==> src/rtl/driver_adc_if.sv <==
// Serial ADC link plus the captured-sample outputs of driver_adc.
// master is the driver side; slave is the ADC/consumer side.
interface driver_adc_if;
  logic       ADC_En;
  logic       ADC_Din;
  logic       ADC_CS;
  logic       ADC_SCLK;
  logic [7:0] ADC_Data;
  logic       ADC_Valid;
  logic       Frame_Err;
  logic       ADC_Busy;

  modport master (
    input  ADC_En, ADC_Din,
    output ADC_CS, ADC_SCLK, ADC_Data, ADC_Valid, Frame_Err, ADC_Busy
  );

  modport slave (
    output ADC_En, ADC_Din,
    input  ADC_CS, ADC_SCLK, ADC_Data, ADC_Valid, Frame_Err, ADC_Busy
  );
endinterface

==> src/rtl/driver_adc.sv <==
// Serial ADC frame reader: 16-bit frames (3 leading zeros, 8 data bits, 5 ignored),
// continuous conversions while ADC_En is high, with a quiet gap between frames.
module driver_adc #(
  parameter int SCLK_DIV     = 5,
  parameter int QUIET_CYCLES = 50
) (
  input  logic          clk_100MHz,
  input  logic          Rst,
  driver_adc_if.master  bus
);

  typedef enum logic [2:0] {IDLE, START, SHIFT, DONE, QUIET} state_t;

  localparam logic [9:0] DIV_LAST   = 10'(SCLK_DIV - 1);
  localparam logic [9:0] QUIET_LAST = 10'(QUIET_CYCLES - 1);

  state_t      state_reg;
  logic [9:0]  cnt_reg;
  logic [4:0]  bit_cnt_reg;
  logic [15:0] shift_reg;
  logic        cs_reg;
  logic        sclk_reg;
  logic        valid_reg;
  logic        err_reg;
  logic        busy_reg;
  logic [7:0]  data_reg;

  always_ff @(posedge clk_100MHz or negedge Rst) begin
    if (!Rst) begin
      state_reg   <= IDLE;
      cnt_reg     <= '0;
      bit_cnt_reg <= '0;
      shift_reg   <= '0;
      cs_reg      <= 1'b1;
      sclk_reg    <= 1'b1;
      valid_reg   <= 1'b0;
      err_reg     <= 1'b0;
      busy_reg    <= 1'b0;
      data_reg    <= '0;
    end else begin
      valid_reg <= 1'b0;
      case (state_reg)
        IDLE: begin
          if (bus.ADC_En) begin
            state_reg <= START;
            cs_reg    <= 1'b0;
            busy_reg  <= 1'b1;
            cnt_reg   <= '0;
          end
        end
        START: begin
          if (cnt_reg == DIV_LAST) begin
            state_reg   <= SHIFT;
            sclk_reg    <= 1'b0;
            cnt_reg     <= '0;
            bit_cnt_reg <= '0;
          end else begin
            cnt_reg <= cnt_reg + 10'd1;
          end
        end
        SHIFT: begin
          if (cnt_reg == DIV_LAST) begin
            cnt_reg <= '0;
            if (!sclk_reg) begin
              // Din was launched on the previous falling edge; capture as SCLK rises.
              sclk_reg    <= 1'b1;
              shift_reg   <= {shift_reg[14:0], bus.ADC_Din};
              bit_cnt_reg <= bit_cnt_reg + 5'd1;
            end else if (bit_cnt_reg == 5'd16) begin
              // Last high half-period finished: frame is complete.
              state_reg <= DONE;
              cs_reg    <= 1'b1;
              valid_reg <= 1'b1;
              data_reg  <= shift_reg[12:5];
              err_reg   <= |shift_reg[15:13];
            end else begin
              sclk_reg <= 1'b0;
            end
          end else begin
            cnt_reg <= cnt_reg + 10'd1;
          end
        end
        DONE: begin
          state_reg <= QUIET;
          cnt_reg   <= '0;
        end
        QUIET: begin
          if (cnt_reg == QUIET_LAST) begin
            cnt_reg <= '0;
            if (bus.ADC_En) begin
              state_reg <= START;
              cs_reg    <= 1'b0;
            end else begin
              state_reg <= IDLE;
              busy_reg  <= 1'b0;
            end
          end else begin
            cnt_reg <= cnt_reg + 10'd1;
          end
        end
        default: begin
          state_reg <= IDLE;
          cs_reg    <= 1'b1;
          sclk_reg  <= 1'b1;
          busy_reg  <= 1'b0;
          cnt_reg   <= '0;
        end
      endcase
    end
  end

  assign bus.ADC_CS    = cs_reg;
  assign bus.ADC_SCLK  = sclk_reg;
  assign bus.ADC_Data  = data_reg;
  assign bus.ADC_Valid = valid_reg;
  assign bus.Frame_Err = err_reg;
  assign bus.ADC_Busy  = busy_reg;

endmodule

==> src/flat_wrapper.sv <==
// flat-port wrapper written by rule: the top's interface ports become plain ports
module driver_adc_flat 
#(
  parameter int SCLK_DIV     = 5,
  parameter int QUIET_CYCLES = 50
)
  (clk_100MHz, Rst, bus_ADC_En, bus_ADC_Din, bus_ADC_CS, bus_ADC_SCLK, bus_ADC_Data, bus_ADC_Valid, bus_Frame_Err, bus_ADC_Busy);
  driver_adc_if bus_i ();
  input  logic clk_100MHz;
  input  logic Rst;
  input wire logic [$bits(bus_i.ADC_En)-1:0] bus_ADC_En;
  input wire logic [$bits(bus_i.ADC_Din)-1:0] bus_ADC_Din;
  output wire logic [$bits(bus_i.ADC_CS)-1:0] bus_ADC_CS;
  output wire logic [$bits(bus_i.ADC_SCLK)-1:0] bus_ADC_SCLK;
  output wire logic [$bits(bus_i.ADC_Data)-1:0] bus_ADC_Data;
  output wire logic [$bits(bus_i.ADC_Valid)-1:0] bus_ADC_Valid;
  output wire logic [$bits(bus_i.Frame_Err)-1:0] bus_Frame_Err;
  output wire logic [$bits(bus_i.ADC_Busy)-1:0] bus_ADC_Busy;
  assign bus_i.ADC_En = bus_ADC_En;
  assign bus_i.ADC_Din = bus_ADC_Din;
  assign bus_ADC_CS = bus_i.ADC_CS;
  assign bus_ADC_SCLK = bus_i.ADC_SCLK;
  assign bus_ADC_Data = bus_i.ADC_Data;
  assign bus_ADC_Valid = bus_i.ADC_Valid;
  assign bus_Frame_Err = bus_i.Frame_Err;
  assign bus_ADC_Busy = bus_i.ADC_Busy;
  driver_adc #(.SCLK_DIV(SCLK_DIV), .QUIET_CYCLES(QUIET_CYCLES)) u_core (.clk_100MHz(clk_100MHz), .Rst(Rst), .bus(bus_i));
endmodule
==> config.mk <==
export PLATFORM = sky130hd
export DESIGN_NAME = driver_adc_flat
export DESIGN_NICKNAME = d
export VERILOG_FILES = /design/src/rtl/driver_adc_if.sv /design/src/rtl/driver_adc.sv /design/src/flat_wrapper.sv
export SDC_FILE = /design/constraint.sdc
export NUM_CORES = 1
export LEC_CHECK = 0
export CAP_MARGIN = 20
export CORE_ASPECT_RATIO = 1.25
export CORE_MARGIN = 2
export CORE_UTILIZATION = 25
export DETAILED_ROUTE_END_ITERATION = 16
export SLEW_MARGIN = 10
export SYNTH_ARGS = -nofsm -noshare
export SYNTH_HDL_FRONTEND = slang
export SYNTH_SLANG_ARGS = --single-unit
==> constraint.sdc <==
create_clock -name clk_100MHz -period 6.4 [get_ports clk_100MHz]
set_input_delay 1.28 -clock clk_100MHz [delete_from_list [all_inputs] [get_ports clk_100MHz]]
set_output_delay 1.28 -clock clk_100MHz [all_outputs]
set_load 0.01 [all_outputs]
==> results of run 1 <==
==> through the flow <==
| step | power [uW] | util |
|---|---|---|
| final | 760 | 0.303 |
| after global placement | 557 | 0.288 |
| after CTS | 761 | 0.299 |
| after floorplan | 515 | - |
| after global routing | 824 | 0.303 |
| after detailed placement | 564 | 0.288 |
==> routing by layer <==
layer	share of wire	routed length (um)	GRT usage
met1	0.44	1730	0.110
met2	0.51	1990	0.150
met3	0.030	119	0.0225
met4	0.020	78	0.0476
met5	0	0	0
==> area by class of cell <==
class	count	area (um^2)
inverters	6	22.5
clock inverters	2	16.3
fillers	913	6030
repair buffers	20	205
flip-flops and latches	47	1180
well taps	120	150
clock buffers	6	82.6
multi-input cells	139	970
==> cells by family (layout without fill, tap and decap cells) <==
logic type	Yosys count	in the layout	share of synthesized area
compound gates	43	43	0.123
fa+ha+maj	5	5	0.0282
buf+inv	14	34	0.0332
simple gates	67	67	0.163
mux	24	24	0.122
flops	47	47	0.530
==> synth_stat cells (2+ instances only) <==
| library cell | n |
|---|---|
| nor2_1 | 9 |
| buf_2 | 2 |
| inv_1 | 6 |
| o21ai_0 | 17 |
| buf_6 | 2 |
| nor4_1 | 3 |
| a21oi_1 | 7 |
| nand2_1 | 21 |
| dfstp_2 | 2 |
| nor3b_1 | 5 |
| or2_2 | 5 |
| a21o_1 | 6 |
| o311ai_0 | 2 |
| and3_1 | 2 |
| clkbuf_1 | 3 |
| nand3_1 | 5 |
| nand2b_1 | 3 |
| dfrtp_1 | 45 |
| nor3_1 | 5 |
| ha_1 | 5 |
| mux2_2 | 24 |
| a22o_2 | 2 |
==> power by group <==
| part | internal [uW] | switching, uW | total (uW) |
|---|---|---|---|
| sequential | 327 | 41.9 | 369 |
| clock | 88.2 | 104 | 192 |
| combinational | 85.2 | 115 | 200 |
| total | 500 | 260 | 760 |
==> final timing paths <==
path	start	end	slack, ns	cells after the start
hold / removal	u_core.bus.ADC_CS$_DFFE_PN1P_	u_core.bus.ADC_CS$_DFFE_PN1P_	0.50	2
setup reg to reg	u_core.cnt_reg[3]$_DFFE_PN0N_	u_core.cnt_reg[5]$_DFFE_PN0N_	3.92	6
hold reg to reg	u_core.bus.ADC_CS$_DFFE_PN1P_	u_core.bus.ADC_CS$_DFFE_PN1P_	0.50	2
max in group asynchronous	Rst	u_core.bus.ADC_SCLK$_DFFE_PN1P_	4.85	2
setup / recovery	u_core.bus.ADC_SCLK$_DFFE_PN1P_	bus_ADC_SCLK	3.65	1
min in group asynchronous	Rst	u_core.bus.ADC_Data[4]$_DFFE_PN0P_	0.95	1
==> results.sh, run 1 <==
export IMPL_grt_overflow_total=0
export IMPL_cpMaxStageDelayCell="dfstp_2"
export IMPL_first_global_vias=1474
export IMPL_cp_max_fo=8
export IMPL_worstMarginPinSlew_ns=0.746
export IMPL_clock_sinks=47
export IMPL_gp_congestion=0.763
export IMPL_yosysUniqueCellTypes=41
export IMPL_first_pass_iters=4
export IMPL_slew_headroom=0.498
export IMPL_place_ws_ns=3.50
export IMPL_start_util=0.257
export IMPL_fp_dieH_um=109
export IMPL_area_delta_synth_final_pct=18.1
export IMPL_io_pins=17
export IMPL_setup_slack_ns=3.65
export IMPL_critical_path_class="reg2out"
export IMPL_holdWs_ns=0.503
export IMPL_ant_nets=0
export IMPL_cp_start_kind="flop"
export IMPL_wl_per_cell_um=11.5
export IMPL_coreArea_um2=8650
export IMPL_ys_warn_count=0
export IMPL_io_buffers=16
export IMPL_cts_repair_resized=0
export IMPL_grt_pass1_wl_mm=6.92
export IMPL_dp_hpwl_mm=2.71
export IMPL_h_tree_depth=2
export IMPL_cts_setup_buffers=0
export IMPL_max_freq_ghz=0.363
export IMPL_rsz0062_at_grt="no"
export IMPL_path_buf_inv=1
export IMPL_cap_violations=0
export IMPL_p_leak_uw=0.00119
export IMPL_critical_path_arrival_ns=1.47
export IMPL_insertion_delay_ns=0.30
export IMPL_cts_root_buf="clkbuf_8"
export IMPL_ys_top_cells_by_area="dfrtp_1 51%, mux2_2 12%, o21ai_0 3.8%, nand2_1 3.5%, ha_1 2.8%"
export IMPL_post_synth_cell_area_avg_um2=11.1
export IMPL_synth_area_um2=2220
export IMPL_chipWidth_um=88.3
export IMPL_grt_max_degree=48
export IMPL_synth_seq_cells=47
export IMPL_cts_buffer_depth=2
export IMPL_place_inst=330
export IMPL_async_flop_share=1.00
export IMPL_slew_violations=0
export IMPL_dr_first_iter_drc_count=77
export IMPL_crit_chain="clkdlybuf4s50_1"
export IMPL_ys_flop_type="dfrtp_1"
export IMPL_fin_nets=228
export IMPL_clk_pin_slew_worst_paths_ns=0.09
export IMPL_largest_register_ff_count=16
export IMPL_yosysSeqAreaShare=0.530
export IMPL_clock_skew_ns=0.00396
export IMPL_wl_mm=3.92
export IMPL_syn_inst=200
export IMPL_synth_area_leader_cell="dfrtp_1"
export IMPL_via_per_inst=4.46
export IMPL_final_common_cell="dfrtp_1"
export IMPL_slowest_delay_ns=0.61
export IMPL_status="complete, no violations"
export IMPL_mostFrequentLayoutCells="45 x dfrtp_1, 24 x mux2_2, 21 x nand2_1"
export IMPL_setup_viol=0
export IMPL_fin_crit_sh=0.430
export IMPL_synth_edff_count=0
export IMPL_grtUsageTotal=0.0916
export IMPL_final_area_um2=2630
export IMPL_min_path_type="reg2reg"
export IMPL_crit_family="flip-flops"
export IMPL_cts_buffers=5
export IMPL_syn_nets=209
export IMPL_instances_no_fill=340
export IMPL_die_area_um2=9660
export IMPL_finalHoldViolations=0
export IMPL_synth_top_area_share=0.507
export IMPL_end_kind="primary output"
export IMPL_setup_tns_ns=0
export IMPL_cts_tree="done"
export IMPL_postCtsHoldBufs=0
export IMPL_grt_antenna_before_repair=0
export IMPL_peakVddDrop_mv=0.114
export IMPL_dpl_cell_area_um2=2490
export IMPL_power_density_nw_per_um2=290
export IMPL_antenna_cells=0
export IMPL_vias=1518
export IMPL_drc=0
export IMPL_rows=38
export IMPL_period_needed_ns=2.75
export IMPL_required_ns=5.12
export IMPL_layout_drive_gt1_share=0.232
No activity file was read; power rests on OpenSTA's default activity.
==> run 2, diff against run 1 <==
==> constraint.sdc (replaced) <==
create_clock -name clk_100MHz -period 2.2 [get_ports clk_100MHz]
set_input_delay 0.44 -clock clk_100MHz [delete_from_list [all_inputs] [get_ports clk_100MHz]]
set_output_delay 0.44 -clock clk_100MHz [all_outputs]
set_load 0.01 [all_outputs]
==> run 2 against run 1 <==
Clock power rose to 3.4 times the previous value; sequential cell count did not move; global-route usage barely moved; power rose to 3.3 times the previous value; cell count rose by 4.7%; critical endpoint is now u_core.bus.ADC_Data[1]$_DFFE_PN0P_; largest cell class unchanged; highest routed layer unchanged.
==> results.sh, run 2 (synthesis results as in run 1) <==
export IMPL_fin_crit_sh=0.956
export IMPL_internal_power_uw=1690
export IMPL_via_per_inst=4.48
export IMPL_worstMarginPinSlew_ns=0.603
export IMPL_pwr_share_clk=0.260
export IMPL_first_pass_iters=4
export IMPL_slew_violations=0
export IMPL_dp_hpwl_mm=2.86
export IMPL_setup_tns_ns=0
export IMPL_wl_mm=4.13
export IMPL_seqPwrFrac=0.399
export IMPL_period_needed_ns=2.10
export IMPL_clk_pin_slew_worst_paths_ns=0.09
export IMPL_min_path_type="in2async"
export IMPL_critical_path_class="reg2reg"
export IMPL_coreArea_um2=8650
export IMPL_cts_buffers=5
export IMPL_postCtsHoldBufs=0
export IMPL_rows=38
export IMPL_peakVddDrop_mv=0.308
export IMPL_dpl_cell_area_um2=2640
export IMPL_final_area_um2=2790
export IMPL_p_leak_uw=0.00129
export IMPL_cts_tree="done"
export IMPL_finalHoldViolations=0
export IMPL_insertion_delay_ns=0.30
export IMPL_grt_pass1_wl_mm=7.00
export IMPL_ant_nets=0
export IMPL_instances_no_fill=356
export IMPL_switchingPower_uw=828
export IMPL_dr_first_iter_drc_count=82
export IMPL_antenna_cells=0
export IMPL_cts_buffer_depth=2
export IMPL_status="complete, no violations"
export IMPL_first_global_vias=1506
export IMPL_fillCellCount=912
export IMPL_grtUsageTotal=0.0912
export IMPL_cp_start_kind="flop"
export IMPL_h_tree_depth=2
export IMPL_cts_repair_resized=0
export IMPL_cts_setup_buffers=0
export IMPL_fp_dieH_um=109
export IMPL_layout_drive_gt1_share=0.297
export IMPL_grt_max_degree=48
export IMPL_power_density_nw_per_um2=904
export IMPL_io_pins=17
export IMPL_place_inst=347
export IMPL_io_buffers=16
export IMPL_critical_path_arrival_ns=2.30
export IMPL_p_comb_frac=0.341
export IMPL_vias=1595
export IMPL_setup_viol=0
export IMPL_setup_slack_ns=0.0961
export IMPL_fin_nets=244
export IMPL_die_area_um2=9660
export IMPL_drc=0
export IMPL_grt_antenna_before_repair=0
export IMPL_required_ns=2.40
export IMPL_largest_register_ff_count=16
export IMPL_slew_headroom=0.598
export IMPL_wl_per_cell_um=11.6
export IMPL_gp_congestion=0.808
export IMPL_switching_share=0.329
export IMPL_grt_overflow_total=0
export IMPL_clock_sinks=47
export IMPL_max_freq_ghz=0.475
export IMPL_cts_root_buf="clkbuf_8"
export IMPL_end_kind="flop"
export IMPL_postLayoutCoreUtil=0.322
export IMPL_mostFrequentLayoutCells="45 x dfrtp_1, 24 x mux2_2, 21 x nand2_1"
export IMPL_start_util=0.257
export IMPL_final_common_cell="dfrtp_1"
export IMPL_cp_max_fo=11
export IMPL_place_ws_ns=0.0223
export IMPL_chipWidth_um=88.3
export IMPL_cap_violations=0
export IMPL_clock_skew_ns=0.00790
export IMPL_area_delta_synth_final_pct=25.5
==> run 2: power by group through the flow <==
stage                     Clock (uW)  Sequential (uW)  Combinational [uW]
after CTS                        679             1010                 763
final                            654             1010                 859
after floorplan                    0             1040                 464
after global routing             714             1020                 958
after global placement             0             1020                 748
after detailed placement           0             1020                 760
==> run 2: area by class of cell <==
type	count	area (um^2)	share of cell area
inverter	6	22.5	0.00808
clock inverter	3	47.5	0.0171
sequential	47	1180	0.423
clock buffer	5	68.8	0.0247
timing repair buffer	36	322	0.115
multi-input combinational	139	998	0.358
tap	120	150	0.0539
==> run 2: worst max-delay path: stages (launching register included) <==
cell and delay [ns]:
dfrtp_1 0.39, inv_1 0.10, ha_1 0.16, nand4bb_1 0.11
or3_4 0.44, nor3_1 0.22, buf_4 0.24, mux2_2 0.35
==> run 2: worst paths after layout <==
kind | startpoint | end | slack, ns | cells after the start
hold reg to reg | u_core.bus.ADC_CS$_DFFE_PN1P_ | u_core.bus.ADC_CS$_DFFE_PN1P_ | 0.50 | 2
max in group asynchronous | Rst | u_core.bus.Frame_Err$_DFFE_PN0P_ | 1.57 | 2
min in group clk_100MHz | u_core.bus.ADC_CS$_DFFE_PN1P_ | u_core.bus.ADC_CS$_DFFE_PN1P_ | 0.50 | 2
hold / removal | Rst | u_core.state_reg[2]$_DFFE_PN0P_ | 0.22 | 2
setup / recovery | u_core.cnt_reg[1]$_DFFE_PN0N_ | u_core.bus.ADC_Data[1]$_DFFE_PN0P_ | 0.1 | 7
setup reg to reg | u_core.cnt_reg[1]$_DFFE_PN0N_ | u_core.bus.ADC_Data[1]$_DFFE_PN0P_ | 0.1 | 7
==> run 2: metal layers <==
layer / global-route usage / part of all wire / vias up
li1: - / - / 790
met1: 0.118 / 0.46 / 785
met2: 0.147 / 0.50 / 16
met3: 0.0300 / 0.030 / 4
met4: 0.0249 / 0.010 / 0
met5: 0 / 0 / -
==> run 2: per-stage QoR <==
| step | total power, uW | hold slack [ns] |
|---|---|---|
| global route | 2690 | 0.277 |
| floorplan | 1500 | 0.144 |
| CTS | 2450 | 0.249 |
| finish | 2520 | 0.221 |
| global placement | 1770 | 0.480 |
| detailed placement | 1780 | 0.492 |
